<file path="config.mk">
export PLATFORM = sky130hd
export DESIGN_NAME = spu_pipe
export DESIGN_NICKNAME = d
export VERILOG_FILES = /design/src/rtl/spu_pipe.sv
export SDC_FILE = /design/constraint.sdc
export NUM_CORES = 1
export LEC_CHECK = 0
export ABC_AREA = 1
export CAP_MARGIN = 20
export CORE_MARGIN = 2
export CORE_UTILIZATION = 25
export CTS_BUF_LIST = sky130_fd_sc_hd__clkbuf_4 sky130_fd_sc_hd__clkbuf_8
export CTS_CLUSTER_SIZE = 28
export DETAILED_ROUTE_END_ITERATION = 8
export HOLD_SLACK_MARGIN = 0.02
export PLACE_DENSITY = 0.44
export SLEW_MARGIN = 20
export SYNTH_ARGS = -nofsm -noshare
export SYNTH_HDL_FRONTEND = slang
export SYNTH_SLANG_ARGS = --single-unit
export TNS_END_PERCENT = 10
</file>
<file path="constraint.sdc">
create_clock -name clk -period 10.6 [get_ports clk]
set_clock_uncertainty 0.1 [all_clocks]
set_input_delay 2.12 -clock clk [delete_from_list [all_inputs] [get_ports clk]]
set_output_delay 2.12 -clock clk [all_outputs]
set_load 0.05 [all_outputs]
</file>
<file path="src/rtl/spu_pipe.sv">
// rtl/spu_pipe.sv - 4-stage IEEE-754 activation pipeline (sigmoid/tanh/ReLU/identity)
// Optional feature macro: SPU_SAT_STATS_EN builds the saturation counter behind sat_count.
module spu_pipe #(
  parameter int FRAC_BITS = 16,
  parameter int INT_BITS  = 8,
  parameter int TAG_W     = 8
) (
  input  logic             clk,
  input  logic             rst_n,
  input  logic             in_valid,
  output logic             in_ready,
  input  logic [31:0]      in_data,
  input  logic [1:0]       in_mode,
  input  logic [TAG_W-1:0] in_tag,
  output logic             out_valid,
  input  logic             out_ready,
  output logic [31:0]      out_data,
  output logic [TAG_W-1:0] out_tag,
  output logic [15:0]      sat_count
);
  localparam int MW = INT_BITS + FRAC_BITS;
  localparam logic [MW-1:0] K_ONE    = MW'(1 << FRAC_BITS);
  localparam logic [MW-1:0] K_FIVE   = MW'(5 << FRAC_BITS);
  localparam logic [MW-1:0] K_P2375  = MW'(19 << (FRAC_BITS - 3));
  localparam logic [MW-1:0] K_P84375 = MW'(27 << (FRAC_BITS - 5));
  localparam logic [MW-1:0] K_P625   = MW'(5 << (FRAC_BITS - 3));
  localparam logic [MW-1:0] K_HALF   = MW'(1 << (FRAC_BITS - 1));
  localparam logic [1:0] MODE_SIG  = 2'b00;
  localparam logic [1:0] MODE_TANH = 2'b01;
  localparam logic [1:0] MODE_RELU = 2'b10;

  // Global stall: a held output freezes every stage.
  logic adv;
  assign adv       = !(out_valid && !out_ready);
  assign in_ready  = adv;

  // S0 unpack combinational
  logic [7:0]    x_exp;
  logic [22:0]   x_frac;
  logic [23:0]   x_mant;
  logic          x_nan;
  logic [MW-1:0] m_raw, m_d;
  int            sh;

  // Float to truncated fixed-point magnitude, with tanh prescale by 2.
  always_comb begin
    x_exp  = in_data[30:23];
    x_frac = in_data[22:0];
    x_mant = {1'b1, x_frac};
    x_nan  = (x_exp == 8'hFF) && (x_frac != 23'd0);
    sh     = int'(x_exp) - 150 + FRAC_BITS;
    if (x_exp == 8'd0)                         m_raw = '0;
    else if (int'(x_exp) >= 127 + INT_BITS)    m_raw = '1;
    else if (sh >= 0)                          m_raw = MW'(x_mant) << sh;
    else                                       m_raw = MW'(x_mant >> (-sh));
    m_d = m_raw;
    if (in_mode == MODE_TANH) m_d = m_raw[MW-1] ? '1 : {m_raw[MW-2:0], 1'b0};
  end

  logic             s0_valid_q, s0_nan_q;
  logic [1:0]       s0_mode_q;
  logic [TAG_W-1:0] s0_tag_q;
  logic [MW-1:0]    s0_mag_q;
  logic [31:0]      s0_raw_q;

  // S0 register: capture unpacked sample on input transfer.
  always_ff @(posedge clk or negedge rst_n) begin
    if (!rst_n) begin
      s0_valid_q <= 1'b0; s0_nan_q <= 1'b0; s0_mode_q <= '0;
      s0_tag_q <= '0; s0_mag_q <= '0; s0_raw_q <= '0;
    end else if (adv) begin
      s0_valid_q <= in_valid; s0_nan_q <= x_nan; s0_mode_q <= in_mode;
      s0_tag_q <= in_tag; s0_mag_q <= m_d; s0_raw_q <= in_data;
    end
  end

  logic [MW-1:0] g_d;

  // S1 piecewise-linear sigmoid of the magnitude.
  always_comb begin
    if (s0_mag_q >= K_FIVE)       g_d = K_ONE;
    else if (s0_mag_q >= K_P2375) g_d = (s0_mag_q >> 5) + K_P84375;
    else if (s0_mag_q >= K_ONE)   g_d = (s0_mag_q >> 3) + K_P625;
    else                          g_d = (s0_mag_q >> 2) + K_HALF;
  end

  logic             s1_valid_q, s1_nan_q;
  logic [1:0]       s1_mode_q;
  logic [TAG_W-1:0] s1_tag_q;
  logic [MW-1:0]    s1_g_q;
  logic [31:0]      s1_raw_q;

  // S1 register.
  always_ff @(posedge clk or negedge rst_n) begin
    if (!rst_n) begin
      s1_valid_q <= 1'b0; s1_nan_q <= 1'b0; s1_mode_q <= '0;
      s1_tag_q <= '0; s1_g_q <= '0; s1_raw_q <= '0;
    end else if (adv) begin
      s1_valid_q <= s0_valid_q; s1_nan_q <= s0_nan_q; s1_mode_q <= s0_mode_q;
      s1_tag_q <= s0_tag_q; s1_g_q <= g_d; s1_raw_q <= s0_raw_q;
    end
  end

  logic          y_sign_d, y_byp_d;
  logic [MW-1:0] y_mag_d;
  logic [31:0]   y_raw_d;

  // S2 sign fold per mode; ReLU/identity bypass the raw float.
  always_comb begin
    y_sign_d = 1'b0;
    y_byp_d  = 1'b0;
    y_mag_d  = s1_g_q;
    y_raw_d  = s1_raw_q;
    case (s1_mode_q)
      MODE_SIG:  y_mag_d = s1_raw_q[31] ? (K_ONE - s1_g_q) : s1_g_q;
      MODE_TANH: begin
        y_sign_d = s1_raw_q[31];
        y_mag_d  = (s1_g_q << 1) - K_ONE;
      end
      MODE_RELU: begin
        y_byp_d = 1'b1;
        y_raw_d = s1_raw_q[31] ? 32'h0000_0000 : s1_raw_q;
      end
      default:   y_byp_d = 1'b1;
    endcase
  end

  logic             s2_valid_q, s2_nan_q, s2_sign_q, s2_byp_q;
  logic [TAG_W-1:0] s2_tag_q;
  logic [MW-1:0]    s2_mag_q;
  logic [31:0]      s2_raw_q;

  // S2 register.
  always_ff @(posedge clk or negedge rst_n) begin
    if (!rst_n) begin
      s2_valid_q <= 1'b0; s2_nan_q <= 1'b0; s2_sign_q <= 1'b0; s2_byp_q <= 1'b0;
      s2_tag_q <= '0; s2_mag_q <= '0; s2_raw_q <= '0;
    end else if (adv) begin
      s2_valid_q <= s1_valid_q; s2_nan_q <= s1_nan_q; s2_sign_q <= y_sign_d;
      s2_byp_q <= y_byp_d; s2_tag_q <= s1_tag_q; s2_mag_q <= y_mag_d; s2_raw_q <= y_raw_d;
    end
  end

  int            lead;
  logic [MW-1:0] norm;
  logic [22:0]   mant;
  logic [31:0]   out_data_d;

  // Normalised magnitude: bit MW-1 is the leading one (zero only when mag is zero).
  if (MW - 1 >= 23) begin : g_mant_trunc
    assign mant = norm[MW-2 -: 23];
  end else begin : g_mant_pad
    assign mant = {norm[MW-2:0], {(24 - MW){1'b0}}};
  end

  // S3 pack: leading-one normalise, truncate mantissa, NaN/bypass/zero overrides.
  always_comb begin
    lead = 0;
    for (int i = 0; i < MW; i++) if (s2_mag_q[i]) lead = i;
    norm = s2_mag_q << (MW - 1 - lead);
    if (s2_nan_q)          out_data_d = 32'h7FC0_0000;
    else if (s2_byp_q)     out_data_d = s2_raw_q;
    else if (!norm[MW-1])  out_data_d = 32'h0000_0000;
    else                   out_data_d = {s2_sign_q, 8'(127 + lead - FRAC_BITS), mant};
  end

  logic             s3_valid_q;
  logic [31:0]      out_data_q;
  logic [TAG_W-1:0] out_tag_q;

  // S3 output register; held stable while stalled.
  always_ff @(posedge clk or negedge rst_n) begin
    if (!rst_n) begin
      s3_valid_q <= 1'b0; out_data_q <= '0; out_tag_q <= '0;
    end else if (adv) begin
      s3_valid_q <= s2_valid_q; out_data_q <= out_data_d; out_tag_q <= s2_tag_q;
    end
  end

  assign out_valid = s3_valid_q;
  assign out_data  = out_data_q;
  assign out_tag   = out_tag_q;

`ifdef SPU_SAT_STATS_EN
  logic        sat_hit;
  logic [15:0] sat_q;
  assign sat_hit = in_valid && adv && !x_nan && (m_d >= K_FIVE) &&
                   ((in_mode == MODE_SIG) || (in_mode == MODE_TANH));

  // Saturating count of accepted sigmoid/tanh samples in the flat segment.
  always_ff @(posedge clk or negedge rst_n) begin
    if (!rst_n)                             sat_q <= 16'h0000;
    else if (sat_hit && sat_q != 16'hFFFF)  sat_q <= sat_q + 16'd1;
  end
  assign sat_count = sat_q;
`else
  assign sat_count = 16'h0000;
`endif

endmodule

</file>
## After elaboration in Yosys (flattened, before gate mapping)

Index checks and enable logic that the tools add are counted.

- Flip-flop bits (word level): 245
- Input bits: 46
- Output and inout port bits: 58
- Logic and storage cells: 93

- Add/sub/neg operators: 11
- Order comparisons: 5
- Equal/unequal tests: 4
- Shifts and indexed selects: 3
- Multiplexer cells: 40
- Reductions and logical operators: 8

Operator list:

| kind | count |
|---|---|
| 32-bit 2-to-1 mux | 26 |
| 24-bit 2-to-1 mux | 6 |
| 23-bit 2-to-1 mux | 3 |
| 24-bit by 32-bit << shifter with 24-bit output | 2 |
| 24-bit one-hot mux with 2 select lines | 1 |
| 10-bit negation with 32-bit output | 1 |
| 24-bit by 32-bit right shift with 24-bit output | 1 |
| 6-bit by 32-bit subtractor with 32-bit output, first input constant | 1 |
| 31-bit 2-to-1 mux | 1 |
| 24-bit by 17-bit greater-or-equal comparator with 1-bit output, second input constant | 1 |
| 24-bit by 18-bit greater-or-equal comparator with 1-bit output, second input constant | 1 |
| 24-bit by 19-bit greater-or-equal comparator with 1-bit output, second input constant | 1 |
| 17-bit by 24-bit subtractor with 24-bit output, first input constant | 1 |
| 24-bit by 17-bit subtractor with 24-bit output, second input constant | 1 |
| 22-bit by 16-bit adder with 23-bit output, second input constant | 1 |
| 23-bit nonzero test | 1 |
| 21-bit by 16-bit adder with 22-bit output, second input constant | 1 |
| 19-bit by 16-bit adder with 20-bit output, second input constant | 1 |
| 9-bit by 6-bit adder with 10-bit output, second input constant | 1 |
| 10-bit by 1-bit greater-or-equal comparator with 1-bit output, second input constant | 1 |
| 8-bit by 8-bit subtractor with 9-bit output, second input constant | 1 |
| 8-bit adder, first input constant | 1 |
| 8-bit equality test, second input constant | 1 |
| 8-bit greater-or-equal comparator, second input constant | 1 |
| other kinds (9) | 14 |

## Depth between registers and ports, before layout

Gate-level depths: netlist of the first run.

- Word-level depth: 28
- Mapped depth: 37
- Depth with buffers taken out: 36

## Least setup slack after synthesis of the first run

No wires, ideal clock.

- Path type: input port to flip-flop
- Start: in in_data[25]
- End: reg s0_mag_q[1]
- Library setup time: 0.063 ns
- Arrival time: 5.844 ns
- Required time: 10.437 ns
- Slack: 4.594 ns
- Stages: 30
- Path buffers: 2
- Cells stage by stage: nand2_1 nand2_2 nand2_4 nand2_2 inv_2 clkbuf_1 ha_1 nand2_1 nand2_1 nand2_2 inv_1 nand3_1 ha_1 or4_1 nor4_4 nand3_4 inv_4 buf_6 nand2_2 nand2_2 nand2_2 nand2_2 nand2_1 o21ai_1 nand3_1 nand2_1 nand2_1 nand3_1 nand2_1 inv_1

- Longest elaborated chain between the ends: 9
- Elaborated cells between the ends (all ways): 13
- Those cells by class: add/sub (3); order compare (2); shift (2); mux (5); reduce/logical (1)

Ends and longest elaborated chain:

| item | line | text |
|---|---|---|
| start, declared | 12 | `input logic [31:0] in_data,` |
| 8-bit by 8-bit subtractor with 9-bit output | 51 | `sh = int'(x_exp) - 150 + FRAC_BITS;` |
| 9-bit by 6-bit adder with 10-bit output | 51 |  |
| 10-bit negation with 32-bit output | 55 | `else m_raw = MW'(x_mant >> (-sh));` |
| 24-bit by 32-bit right shift with 24-bit output | 55 |  |
| 24-bit 2-to-1 mux | 54 | `else if (sh >= 0) m_raw = MW'(x_mant) << sh;` |
| 24-bit 2-to-1 mux | 53 | `else if (int'(x_exp) >= 127 + INT_BITS) m_raw = '1;` |
| 24-bit 2-to-1 mux (*) | 52 | `if (x_exp == 8'd0) m_raw = '0;` |
| 24-bit 2-to-1 mux | 57 | `if (in_mode == MODE_TANH) m_d = m_raw[MW-1] ? '1 : {m_raw[MW-2:0], 1'b0};` |
| 24-bit 2-to-1 mux (*) | 57 |  |
| end signal, assigned | 73 | `s0_tag_q <= in_tag; s0_mag_q <= m_d; s0_raw_q <= in_data;` |
| end, declared | 63 | `logic [MW-1:0] s0_mag_q;` |

Every way passes the cells marked *; elsewhere a longest branch is shown, timed or not.
A chain may end at the register's enable or synchronous reset.

## Worst setup path after layout of the first run

- Start: in in_data[24]
- End: reg s0_mag_q[14]

The elaborated chain is that of the path after synthesis.

==> impl_metrics.json, run 1 <==
{
  "worstSkewPairLatency_ns": 0.60,
  "synthArstFlopShare_pct": 100,
  "worst_slew_pin_slew_ns": 1.05,
  "pwr-share-clk_pct": 18.1,
  "synth_ff_type": "dfrtp_1",
  "vias_per_cell": 4.74,
  "post_synth_inst_count": 2410,
  "rsz0062_at_grt": "no",
  "yosysWarnings": 0,
  "intPower_mw": 2.58,
  "cts_sinks": 244,
  "grt_overflow": 0,
  "nNetsFinal": 2502,
  "cts_tree": "yes",
  "synth_edf_count": 0,
  "rows": 93,
  "holdCritPathClass": "reg2reg",
  "fmax_ghz": 0.144,
  "portBuffers": 87,
  "synth_xor_area_share_pct": 1.21,
  "synth_mux_area_share_pct": 0,
  "final.min_clock_period_ns": 6.96,
  "cp.arrival_ns": 7.38,
  "drv_slew": 0,
  "yosysUniqueCellTypes": 60,
  "postCtsSetupRepairBufs": 0,
  "ctsHoldBuffers": 0,
  "firstDrtPassIters": 5,
  "grt_usage_pct": 16.6,
  "critPathMaxFanout": 33,
  "period_share_pct": 65.6,
  "drt-initial-drc-count": 989,
  "placed_cells": 3236,
  "finalWirelength_mm": 56.1,
  "synth_top_family_by_area": "simple AND/OR/NAND/NOR gates",
  "synth_compound_gate_area_share_pct": 15.6,
  "startpoint_type": "primary input",
  "irDropWorstVdd_mv": 0.0992,
  "yosysTopAreaCellShare_pct": 37.8,
  "layoutNonFillerInstCount": 3313,
  "cts.clk_slew.worst_paths_ns": 0.06,
  "drc": 0,
  "die_x_um": 258,
  "syn_area_per_cell_um2": 6.71,
  "antenna_found_initial": 1,
  "die_y_um": 258,
  "switching_share_pct": 49.8,
  "seq_power_share_pct": 29.1,
  "cp.required_ns": 11.02,
  "critPathKind": "in2reg",
  "setup.worst_path.end_class": "flop",
  "p_comb_share_pct": 52.8,
  "syn_to_final_growth_pct": 15.0,
  "yosys-top-cells-area": "dfrtp_1, nand2_1, nand3_1, o21ai_0, inv_1",
  "p_leak_nw": 9.01,
  "numCtsBuffers": 45,
  "p_sw_mw": 2.56,
  "setup_viol": 0,
  "wl_per_cell_um": 16.9,
  "worst_slack_ns": 3.64,
  "ys_ff_latch": 244,
  "synth.largest_area_cell": "dfrtp_1",
  "slew_headroom_pct": 29.7,
  "dieArea_mm2": 0.0667,
  "p_per_area_mw_per_mm2": 276,
  "start_util_pct": 25.2,
  "syn_area_mm2": 0.0162,
  "ff2ff_setup_slack_ns": 6.50,
  "finalHoldViolations": 0,
  "core_area_mm2": 0.0642,
  "clockBufferDepth": 3,
  "gp_congestion": 0.927,
  "seq_area_frac_synth_pct": 37.8,
  "status": "finished clean",
  "maxCapViolations": 0,
  "cts_resized": 0,
  "cts_root_buf": "clkbuf_8",
  "grt_max_degree": 197,
  "ant_nets": 0,
  "vias": 15700,
  "holdWs_ns": 0.354,
  "cts_htree_levels": 2,
  "drive_gt1_share_pct": 5.90,
  "place_ws_ns": 2.99,
  "grt_pass1_vias": 15300,
  "ios": 104,
  "grt_pass1_wl_mm": 88.2,
  "synth-simple-area-share_pct": 34.1,
  "hpwlAfterDp_mm": 41.0,
  "yosys.area_share.adder_pct": 2.09,
  "final.setup.tns_ns": 0
}
-- critical path: stages --
cell             delay (ns)
clkdlybuf4s50_1        0.45
buf_4                  0.30
ha_1                   0.52
nor2_1                 0.77
nand3_1                0.31
nor2_4                 0.23
nand2_1                0.08
ha_1                   0.17
or4_1                  0.54
nor4_4                 0.32
nand3_4                0.21
inv_4                  0.22
nand2_1                0.10
nand2_1                0.07
o21ai_0                0.14
nand2_1                0.12
nand2_1                0.07
nand2_1                0.06
nand3_1                0.13
nand3_1                0.18
o21ai_0                0.10
a21oi_1                0.15
-- layout by cell type, fill, tap and decap left out, types with 3 or more instances in the layout --
| cell | count |
|---|---|
| a211oi_1 | 8 |
| a21boi_0 | 3 |
| a21oi_1 | 78 |
| a221oi_1 | 15 |
| a22o_1 | 3 |
| a22oi_1 | 23 |
| a31oi_1 | 12 |
| a32oi_1 | 4 |
| buf_4 | 20 |
| clkbuf_4 | 15 |
| clkbuf_8 | 53 |
| clkdlybuf4s50_1 | 85 |
| clkinv_2 | 5 |
| conb_1 | 16 |
| dfrtp_1 | 244 |
| ha_1 | 27 |
| inv_1 | 207 |
| inv_2 | 6 |
| nand2_1 | 851 |
| nand2_2 | 12 |
| nand3_1 | 221 |
| nand3b_1 | 5 |
| nand4_1 | 19 |
| nor2_1 | 165 |
| nor3_1 | 13 |
| nor4_1 | 14 |
| o2111ai_1 | 3 |
| o211ai_1 | 24 |
| o21ai_0 | 173 |
| o21ai_1 | 43 |
| o21bai_1 | 3 |
| o221ai_1 | 6 |
| o22ai_1 | 14 |
| o31ai_1 | 3 |
| or2_2 | 6 |
| xnor2_1 | 4 |
| xor2_1 | 12 |
-- synth_stat cells, types with 8 or more instances --
cell	n
a21oi_1	78
buf_1	11
buf_2	13
nand3_1	221
a31oi_1	12
a221oi_1	15
clkbuf_1	106
dfrtp_1	244
nand2_2	12
o21ai_0	173
inv_1	208
nand4_1	19
a22oi_1	23
nand2_1	851
nor3_1	13
o21ai_1	43
nor4_1	14
o211ai_1	24
nor2_1	166
buf_4	20
ha_1	27
o22ai_1	14
a211oi_1	8
xor2_1	12
-- sequential cells by signal, summed over array words and instances, names as in the netlist --
register	cells
out_data	32
out_tag	8
out_valid	1
s0_mag_q	24
s0_mode_q	2
s0_nan_q	1
s0_raw_q	32
s0_tag_q	8
s0_valid_q	1
s1_g_q	23
s1_mode_q	2
s1_nan_q	1
s1_raw_q	32
s1_tag_q	8
s1_valid_q	1
s2_byp_q	1
s2_mag_q	24
s2_nan_q	1
s2_raw_q	32
s2_sign_q	1
s2_tag_q	8
s2_valid_q	1
-- power by group through the flow --
stage | Sequential, mW | Clock [mW] | Combinational [mW]
2_1_floorplan | 1.65 | 0 | 1.71
3_3_place_gp | 1.51 | 0 | 2.74
3_5_place_dp | 1.51 | 0 | 2.73
4_1_cts | 1.50 | 0.975 | 2.75
5_1_grt | 1.54 | 1.01 | 3.05
6_report | 1.50 | 0.929 | 2.71
-- per-stage QoR --
step / power [mW] / util, % / area, um2
after floorplan: 3.36 / - / 16200
after global placement: 4.24 / 27.5 / 17700
after detailed placement: 4.25 / 27.5 / 17700
after CTS: 5.22 / 28.9 / 18600
after global routing: 5.61 / 29.0 / 18600
final: 5.14 / 29.0 / 18600
-- path summary, 6_finish.rpt --
| kind | start | to | cells past startpoint |
|---|---|---|---|
| max | in_data[24] | s0_mag_q[14] | 22 |
| min | s2_valid_q | out_valid | 2 |
| max reg2reg | s2_mag_q[23] | out_data[2] | 20 |
| min reg2reg | s2_valid_q | out_valid | 2 |
| max in group asynchronous | rst_n | s2_raw_q[5] | 2 |
| min in group asynchronous | rst_n | s0_tag_q[1] | 1 |
-- metal layers --
metal / vias to the layer above / part of all wire (%) / track usage [%]
li1: 7909 / - / -
met2: 329 / 46 / 26.8
met1: 7375 / 48 / 23.0
met5: - / 0 / 0
met4: 0 / 2.6 / 5.09
met3: 87 / 3.9 / 2.21
-- cells by family (layout without fill, tap and decap cells) --
| group | count (synthesis) | in the layout |
|---|---|---|
| buffers and inverters | 369 | 401 |
| AO/OA/AOI/OAI | 429 | 429 |
| other | 1 | 17 |
| XOR/XNOR | 18 | 18 |
| flip-flops | 244 | 244 |
| AND/OR/NAND/NOR | 1322 | 1322 |
| adder cells (fa/ha/maj) | 27 | 27 |
-- cell type report --
class,instances,area [um2]
flip-flops and latches,244,6110
diodes,1,2.50
clock inverters,7,62.6
well taps,855,1070
multi-input cells,1812,8630
fillers,7216,45600
inverters,217,822
repair buffers,109,1060
clock buffers,68,842
(Power assumes the default switching activity.)
==> run 2, diff against run 1 <==
==> constraint.sdc (replaced) <==
create_clock -name clk -period 6.89 [get_ports clk]
set_clock_uncertainty 0.1 [all_clocks]
set_input_delay 1.378 -clock clk [delete_from_list [all_inputs] [get_ports clk]]
set_output_delay 1.378 -clock clk [all_outputs]
set_load 0.05 [all_outputs]
==> run 2 against run 1 <==
Compared with the run above: via count is 0.64% higher; sequential power rose by 53%; register-to-register slack got worse by 3.8 ns; wire length shrank 0.11%; combinational power up 55%; cell count rose by 0.24%; largest cell class unchanged; highest routed layer unchanged.
==> impl_metrics.json, run 2 (synthesis results as in run 1) <==
{
  "wl_per_cell_um": 16.9,
  "start_util_pct": 25.2,
  "cts.clk_slew.worst_paths_ns": 0.06,
  "finalHoldViolations": 0,
  "layout_commonest_cell": "nand2_1",
  "maxCapViolations": 0,
  "r2r-start": "s2_mag_q[23]",
  "vias": 15800,
  "drt-initial-drc-count": 1028,
  "setup.worst_path.end_class": "flop",
  "cp_common_cell": "nand2_1",
  "cp_num_buf_inv": 4,
  "cts_resized": 0,
  "slowest_delay_ns": 0.55,
  "core_area_mm2": 0.0642,
  "placed_area_mm2": 0.0177,
  "worst_slew_pin_slew_ns": 0.986,
  "power_mw": 8.02,
  "worst_slack_ns": 1.06,
  "critPathKind": "in2reg",
  "grt_overflow": 0,
  "nNetsFinal": 2508,
  "clockBufferDepth": 3,
  "ant_nets": 0,
  "path_delay_family": "simple AND/OR/NAND/NOR gates",
  "antenna_found_initial": 1,
  "fmax_ghz": 0.171,
  "syn_to_final_growth_pct": 15.7,
  "crit_start": "in_data[24]",
  "reg2reg_depth": 20,
  "die_x_um": 258,
  "place_ws_ns": 0.467,
  "grt_pass1_vias": 15600,
  "final_cell_mix": "nand2_1, dfrtp_1, nand3_1",
  "status": "finished clean",
  "rsz0062_at_grt": "no",
  "ff2ff_setup_slack_ns": 2.67,
  "placed_cells": 3244,
  "critPathSlowestCell": "or4_1",
  "finalWirelength_mm": 56.1,
  "hpwlAfterDp_mm": 41.2,
  "period_share_pct": 84.6,
  "ios": 104,
  "holdWs_ns": 0.348,
  "final.min_clock_period_ns": 5.83,
  "irDropWorstVdd_mv": 0.179,
  "crit_cells": 24,
  "cp.arrival_ns": 6.26,
  "cts_root_buf": "clkbuf_8",
  "p_per_area_mw_per_mm2": 429,
  "postCtsSetupRepairBufs": 0,
  "gp_congestion": 0.910,
  "stdcell_area_mm2": 0.0187,
  "ctsHoldBuffers": 0,
  "firstDrtPassIters": 5,
  "cts_tree": "yes",
  "grt_max_degree": 134,
  "grt_usage_pct": 16.7,
  "cp.required_ns": 7.32,
  "p_leak_nw": 9.06,
  "final.setup.tns_ns": 0,
  "holdCritPathClass": "reg2reg",
  "setup_viol": 0,
  "finish.utilization_pct": 29.1,
  "die_y_um": 258,
  "crit_path_cell_trace": "clkdlybuf4s50_1 > buf_4 > nand2_1 > nand2_2 > nand2_4 > nand2_2 > inv_2 > ha_1 > xor2_4 > inv_2 > nor2_4 > nand2_1 > ha_1 > or4_1 > nor4_4 > nand3_4 > nor3_2 > nand2_1 > nor2_1 > nand2_1 > nand4_2 > nand2_1 > a21boi_0 > a21oi_1",
  "layoutNonFillerInstCount": 3321,
  "endpoint": "s0_mag_q[8]",
  "vias_per_cell": 4.76,
  "worstSkewPairLatency_ns": 0.61,
  "cts_htree_levels": 2,
  "rows": 93,
  "drc": 0,
  "drive_gt1_share_pct": 6.25,
  "slew_headroom_pct": 34.3,
  "dieArea_mm2": 0.0667,
  "critPathMaxFanout": 32,
  "grt_pass1_wl_mm": 89.3,
  "startpoint_type": "primary input",
  "numCtsBuffers": 44,
  "drv_slew": 0,
  "r2r_end": "out_data[20]",
  "portBuffers": 87,
  "cts_sinks": 244
}
run 2: cell types whose count changed in the layout (fill, tap and decap cells not counted):
cell       delta
inv_6         +1
clkinv_2      -3
clkbuf_8      -1
inv_8         +1
bufinv_16     +2
clkbuf_4      +1
nand2_2       +1
nand2_1       -1
buf_12        -1
buf_4         +8
run 2: worst min-delay path by stage:
stage / endpoint / depth (start not counted) / slack (ns) / start
2_1_floorplan: out_valid / 2 / 0.32 / s2_valid_q
3_3_place_gp: out_valid / 2 / 0.34 / s2_valid_q
3_5_place_dp: out_valid / 2 / 0.34 / s2_valid_q
4_1_cts: out_valid / 2 / 0.35 / s2_valid_q
5_1_grt: out_valid / 2 / 0.37 / s2_valid_q
6_report: out_valid / 2 / 0.35 / s2_valid_q
run 2: metal layers:
layer / vias up / part of all wire [%] / global-route usage [%] / wire length [um]
met4: 0 / 2.5 / 5.04 / 1380
met3: 75 / 3.6 / 1.91 / 2010
met5: - / 0 / 0 / 0
met1: 7519 / 48 / 23.1 / 26900
li1: 7906 / - / - / -
met2: 300 / 46 / 27.5 / 25800
run 2: area by class of cell:
type                    count  area (um2)
fillers                  7113       45500
multi-input cells        1812        8630
flip-flops and latches    244        6110
repair buffers            116        1100
well taps                 855        1070
clock buffers              68         836
inverters                 217         822
clock inverters             8         128
diodes                      1        2.50
run 2: worst min-delay path, cell delays in order (launching register included):
cell and delay [ns]:
dfrtp_1 0.32, inv_1 0.04, nand2_1 0.05
run 2: report_power, final:
| group | internal, mW | leakage, nW | switching, mW |
|---|---|---|---|
| Combinational | 1.21 | 5.51 | 2.99 |
| Clock | 0.884 | 0.508 | 0.636 |
| Sequential | 1.95 | 3.04 | 0.351 |
| Total | 4.04 | 9.06 | 3.98 |
==> patch 1 (flow settings as in run 2) <==
The parameter `TAG_W` goes from 8 to 12.
--- a/src/rtl/spu_pipe.sv
+++ b/src/rtl/spu_pipe.sv
@@ -5,3 +5,3 @@
   parameter int INT_BITS  = 8,
-  parameter int TAG_W     = 8
+  parameter int TAG_W     = 12
 ) (
Interface: changed (resized in_tag and out_tag); port bits go from 104 to 112. No check against the original RTL was run, so the function may have changed too.
==> patch 1 against run 2 <==
  * Sequential power is 7% higher
  * Setup slack worse by 0.020 ns
  * Critical path depth stayed put
  * Wire length is 2.1% higher
  * Global-route usage is 0.41 points lower
  * Sequential cell count is 16 higher
  * Count of clock-buffer cells in the layout is 8 higher
  * Final cell count is 3.6% higher
  * Area after synthesis is 4.0% higher
  * Register-to-register slack worse by 0.34 ns
  * Design area is 4.5% higher
  * Power is 5.0% higher
  * Critical path type unchanged
  * Largest power group unchanged
  * Highest routed layer unchanged
==> patch 1: results (changes against run 2) <==
Global route
  • First-pass GRT wire length: 91,600 µm (was 89,300 µm)
  • Number of global-route vias before repair: 15,990 (was 15,625)
  • Largest net degree at the start of global routing: 202 (was 134)
  • Total track usage: 0.163 (was 0.167)
  • Initial antenna violation count: 1 (unchanged)

Critical path
  • CP delay by family, top: simple AND/OR/NAND/NOR gates (unchanged)
  • Crit path from: in_data[25] (was in_data[24])
  • Crit-path max FO: 20 (was 32)
  • CP max-delay cell: or4_1 (unchanged)
  • Max stage delay on crit path: 0.54 ns
  • Worst path arrival time: 6.29 ns (was 6.26 ns)
  • Startpoint Class: input port (unchanged)
  • Worst r2r src: s2_mag_q[3] (was s2_mag_q[23])

Power and ir drop
  • Pwr/cell area: 431 nW/µm² (was 429 nW/µm²)
  • Lkg Pwr: 0.00955 µW (was 0.00906 µW)
  • Clock group power: 1650 µW (was 1520 µW)
  • VDD IR max: 236 µV (was 179 µV)
  • Logic power comb: 4300 µW (was 4200 µW)
  • P_sw: 4130 µW (was 3980 µW)

Synth
  • Seq/Total Area, Yosys: 0.387 (was 0.378)
  • Gate Count Post-Synth: 2,499 (was 2,410)
  • Ys Warns: 0 (unchanged)
  • Post-synth EDFFs: 0 (unchanged)
  • Top post-synthesis cells by area: dfrtp_1 (39%), nand2_1 (20%), nand3_1 (7.0%) (was dfrtp_1 (38%), nand2_1 (20%), nand3_1 (6.8%))
  • Async set-reset flop share out of synthesis: 1.00 (unchanged)
  • Commonest cells in the netlist: nand2_1 (909), dfrtp_1 (260), nand3_1 (235) (was nand2_1 (851), dfrtp_1 (244), nand3_1 (221))
  • Synth cell types: 55 (was 60)

Finish
  • Nets@finish: 2,608 (was 2,508)
  • Number of fillers in the final layout: 7,397 (was 7,113)
  • Fraction of layout cells with a size suffix above 1: 0.0581 (was 0.0625)

STA
  • Relative slew slack: 0.328 (was 0.343)

Clocking
  • Setup bufs post-CTS: 0 (unchanged)
  • CTS Root Cell: clkbuf_8 (unchanged)
  • CTS max path bufs: 3 (unchanged)
  • Cts repair resizes: 0 (unchanged)
  • H-tree Lvls: 2 (unchanged)
  • CTS Buf Count: 48 (was 44)
  • Worst-path clk slew: 0.06 ns (about the same)
  • Worst-Skew Late Latency: 0.64 ns (was 0.61 ns)

Hold path
  • Hold wc startpoint: s2_valid_q (unchanged)
  • Worst hold path class: flip-flop to flip-flop (unchanged)

Placed design
  • Placed standard-cell area: 18,500 µm² (was 17,700 µm²)
  • Placed Cells: 3,354 (was 3,244)
  • GPL Wtd Cong: 0.900 (was 0.910)
  • IO Port Bufs: 95 (was 87)
  • Setup WS pre-CTS: 0.433 ns (was 0.467 ns)
  • Post-DP HPWL: 41,800 µm (was 41,200 µm)

Run status
  • Status: finished clean (unchanged)

Route
  • Iter 0 DRT Violations: 1,033 (was 1,028)
  • Via count: 16,559 (was 15,800)
  • Routed wire per std cell: 16.6 µm (was 16.9 µm)
  • TritonRoute pass-1 iters: 7 (was 5)
  • DR DRC count: 0 (unchanged)
  • Vias per Instance: 4.81 (was 4.76)
==> patch 1: kinds of logic after synthesis <==
| kind of cell | Yosys count | synth area share |
|---|---|---|
| adder cells (fa/ha/maj) | 27 | 0.0201 |
| multiplexers | 1 | 0.000670 |
| AND/OR/NAND/NOR | 1371 | 0.336 |
| flip-flops | 260 | 0.387 |
| AO/OA/AOI/OAI | 444 | 0.153 |
| buffers and inverters | 379 | 0.0921 |
| other | 1 | 0.000223 |
| XOR/XNOR | 16 | 0.0106 |
==> patch 1: area by class of cell <==
cell class / count / area [µm²] / area share
diodes: 1 / 2.50 / 0.000128
clock buffers: 76 / 952 / 0.0487
clock inverters: 9 / 123 / 0.00627
inverters: 226 / 861 / 0.0441
multi-input cells: 1875 / 8840 / 0.452
flip-flops and latches: 260 / 6510 / 0.333
well taps: 873 / 1090 / 0.0559
repair buffers: 120 / 1160 / 0.0595
==> patch 1: path summary, 6_finish.rpt <==
| path | to | slack (ns) | cells after the start |
|---|---|---|---|
| worst max register to register | out_data[27] | 2.33 | 31 |
| min in group asynchronous | s0_tag_q[11] | 0.65 | 1 |
| worst min register to register | out_valid | 0.35 | 2 |
| worst max-delay path | s0_mag_q[8] | 1.04 | 24 |
| worst min-delay path | out_valid | 0.35 | 2 |
| max in group asynchronous | out_data[15] | 4.79 | 2 |
==> patch 1: worst register-to-register path: cells and delay by family, from the launching register on <==
| family | cells | cell delay, ns |
|---|---|---|
| buf+inv | 2 | 0.52 |
| simple gates | 27 | 3.12 |
| flops | 1 | 0.36 |
| compound gates | 2 | 0.36 |
==> patch 1: per-layer routing <==
layer	vias to the layer above	share of wire	GRT usage
met5	-	0	0
met4	0	0.028	0.0519
met3	95	0.047	0.0235
met2	429	0.45	0.257
met1	7812	0.48	0.230
li1	8223	-	-
==> patch 2 (config.mk and constraints of run 2) <==
Made on the original files. Remove the case item `MODE_TANH` of the case on `s1_mode_q`.
--- a/src/rtl/spu_pipe.sv
+++ b/src/rtl/spu_pipe.sv
@@ -115,6 +115,2 @@
       MODE_SIG:  y_mag_d = s1_raw_q[31] ? (K_ONE - s1_g_q) : s1_g_q;
-      MODE_TANH: begin
-        y_sign_d = s1_raw_q[31];
-        y_mag_d  = (s1_g_q << 1) - K_ONE;
-      end
       MODE_RELU: begin
Formal check against the unedited RTL: same outputs for any inputs over 4 cycles, from zero or initial values and one cycle with rst_n low; that may be too few to reach the edited logic, so the function may still have changed.
==> patch 2 against run 2 <==
  * Design area down 3.3%
  * Wire length is 5.9% lower
  * Power is 12% lower
  * Area after synthesis fell by 4.1%
  * Setup slack got worse by 0.18 ns
  * Sequential cell count is 1 lower
  * Count of clock-buffer cells in the layout grew 2
  * Final cell count down 4.8%
  * Largest power group unchanged
==> patch 2: results (changes against run 2) <==
Critical path
  • CP delay by family, top: simple AND/OR/NAND/NOR gates (unchanged)
  • R2R cell count: 24 (was 20)
  • Crit-path max FO: 10 (was 32)
  • Max stage delay on crit path: 0.52 ns (was 0.55 ns)
  • Crit path from: in_data[25] (was in_data[24])
  • R2R Setup Slk: 2.38 ns (was 2.67 ns)
  • CP max-delay cell: clkdlybuf4s50_1 (was or4_1)
  • Worst r2r dst: out_data[21] (was out_data[20])
  • Worst r2r src: s2_mag_q[22] (was s2_mag_q[23])
  • Worst setup path end: s0_mag_q[16] (was s0_mag_q[8])

Clocking
  • Setup bufs post-CTS: 0 (unchanged)
  • Post-CTS Hold Buffers: 0 (unchanged)
  • CTS max path bufs: 3 (unchanged)
  • CTS Buf Count: 45 (was 44)
  • Worst-Skew Late Latency: 0.58 ns (was 0.61 ns)
  • CTS Root Cell: clkbuf_8 (unchanged)
  • Cts repair resizes: 0 (unchanged)

STA
  • Final Cycle Share: 0.872 (was 0.846)
  • Worst-margin pin slew: 0.883 ns (was 0.986 ns)

Finish
  • Nets@finish: 2,408 (was 2,508)
  • Area of the multi-input gates: 8130 µm² (was 8630 µm²)
  • Final non-filler cell total: 3,160 (was 3,321)
  • Fraction of layout cells with a size suffix above 1: 0.0646 (was 0.0625)
  • Number of fillers in the final layout: 6,912 (was 7,113)

Power and ir drop
  • VDD IR max: 128 µV (was 179 µV)
  • P_sw: 3250 µW (was 3980 µW)
  • Lkg Pwr: 0.00858 µW (was 0.00906 µW)

Route
  • TritonRoute pass-1 iters: 6 (was 5)
  • Iter 0 DRT Violations: 1,010 (was 1,028)
  • Routed wire per std cell: 16.7 µm (was 16.9 µm)
  • Vias per Instance: 4.76 (about the same)

Placed design
  • Setup WS pre-CTS: 0.316 ns (was 0.467 ns)
  • Placed Cells: 3,080 (was 3,244)
  • Placed standard-cell area: 17,100 µm² (was 17,700 µm²)
  • IO Port Bufs: 87 (unchanged)
  • Post-DP HPWL: 38,700 µm (was 41,200 µm)
  • GPL Wtd Cong: 0.918 (was 0.910)

Global route
  • Initial antenna violation count: 3 (was 1)
  • Number of global-route vias before repair: 14,564 (was 15,625)
  • Total track usage: 0.164 (was 0.167)
  • Largest net degree at the start of global routing: 206 (was 134)
  • First-pass GRT wire length: 83,800 µm (was 89,300 µm)

Run status
  • Status: finished clean (unchanged)

Synth
  • Synth cell types: 59 (was 60)
  • Commonest cells in the netlist: nand2_1 (779), dfrtp_1 (243), o21ai_0 (229) (was nand2_1 (851), dfrtp_1 (244), nand3_1 (221))
  • Top post-synthesis cells by area: dfrtp_1 (39%), nand2_1 (19%), o21ai_0 (7.4%) (was dfrtp_1 (38%), nand2_1 (20%), nand3_1 (6.8%))
  • Async set-reset flop share out of synthesis: 1.00 (unchanged)
  • Ys Warns: 0 (unchanged)
  • Seq/Total Area, Yosys: 0.392 (was 0.378)
  • Gate Count Post-Synth: 2,299 (was 2,410)
[patch 2: cell count changes in the layout (fill, tap and decap cells not counted), sizes merged, moves of 7 or more]
cell / run 2 / this run
o21ai: 218 / 261
xor2: 14 / 23
nand4: 20 / 13
clkinv: 4 / 13
a221oi: 15 / 0
inv: 217 / 191
a22oi: 24 / 3
nand2: 865 / 791
a21oi: 80 / 121
nand3: 222 / 192
nor2: 170 / 161
[patch 2: routing by layer]
layer	vias up	global-route usage	routed length, µm
met1	7087	0.234	25500
met3	71	0.0194	2160
met4	0	0.0451	1220
met5	-	0	0
met2	343	0.263	23900
li1	7544	-	-
[patch 2: layout make-up]
| type | instances | share of cell area |
|---|---|---|
| Antenna cell | 1 | 0.000138 |
| Clock buffer | 70 | 0.0488 |
| Clock inverter | 9 | 0.00595 |
| Inverter | 198 | 0.0415 |
| Multi-Input combinational cell | 1731 | 0.450 |
| Sequential cell | 243 | 0.336 |
| Tap cell | 790 | 0.0547 |
| Timing Repair Buffer | 118 | 0.0627 |
[patch 2: worst register-to-register path, stage by stage, from the launching register on]
cell and delay, ns:
dfrtp_1 0.41, nor2_1 0.16, inv_1 0.08, nor3_1 0.31
inv_1 0.07, nor2_1 0.21, inv_1 0.13, nor2_1 0.10
buf_4 0.23, ha_1 0.71, nor2_1 0.19, inv_1 0.12
nand3_1 0.10, nand3_1 0.14, nand2_1 0.13, nand2_1 0.08
nand2_1 0.11, nand2_1 0.07, nand2_1 0.10, nand2_2 0.19
clkinv_1 0.32, nand2_1 0.16, nand2_1 0.07, nand2_1 0.06
nand2_1 0.05
[patch 2: power groups by stage]
stage | combinational [µW] | clock [µW] | sequential, µW
final | 3270 | 1520 | 2230
after global routing | 3680 | 1640 | 2290
after floorplan | 1950 | 0 | 2490
after CTS | 3300 | 1580 | 2240
after global placement | 3280 | 0 | 2250
after detailed placement | 3290 | 0 | 2260
[patch 2: how the worst min path moves through the flow]
stage | startpoint | to | slack, ns | cells past startpoint
floorplan | s2_valid_q | out_valid | 0.32 | 2
global placement | s1_tag_q[3] | s2_tag_q[3] | 0.35 | 2
detailed placement | s1_nan_q | s2_nan_q | 0.35 | 2
CTS | s1_tag_q[7] | s2_tag_q[7] | 0.36 | 2
global route | s1_nan_q | s2_nan_q | 0.38 | 2
finish | s1_tag_q[7] | s2_tag_q[7] | 0.35 | 2
[patch 2: kinds of logic after synthesis]
group | Yosys count | share of synthesized area
other cells | 1 | 0.000242
buf+inv | 340 | 0.0886
fa+ha+maj | 25 | 0.0202
simple gates | 1200 | 0.320
compound gates | 461 | 0.162
mux | 3 | 0.00194
xor+xnor | 26 | 0.0152
flops | 243 | 0.392
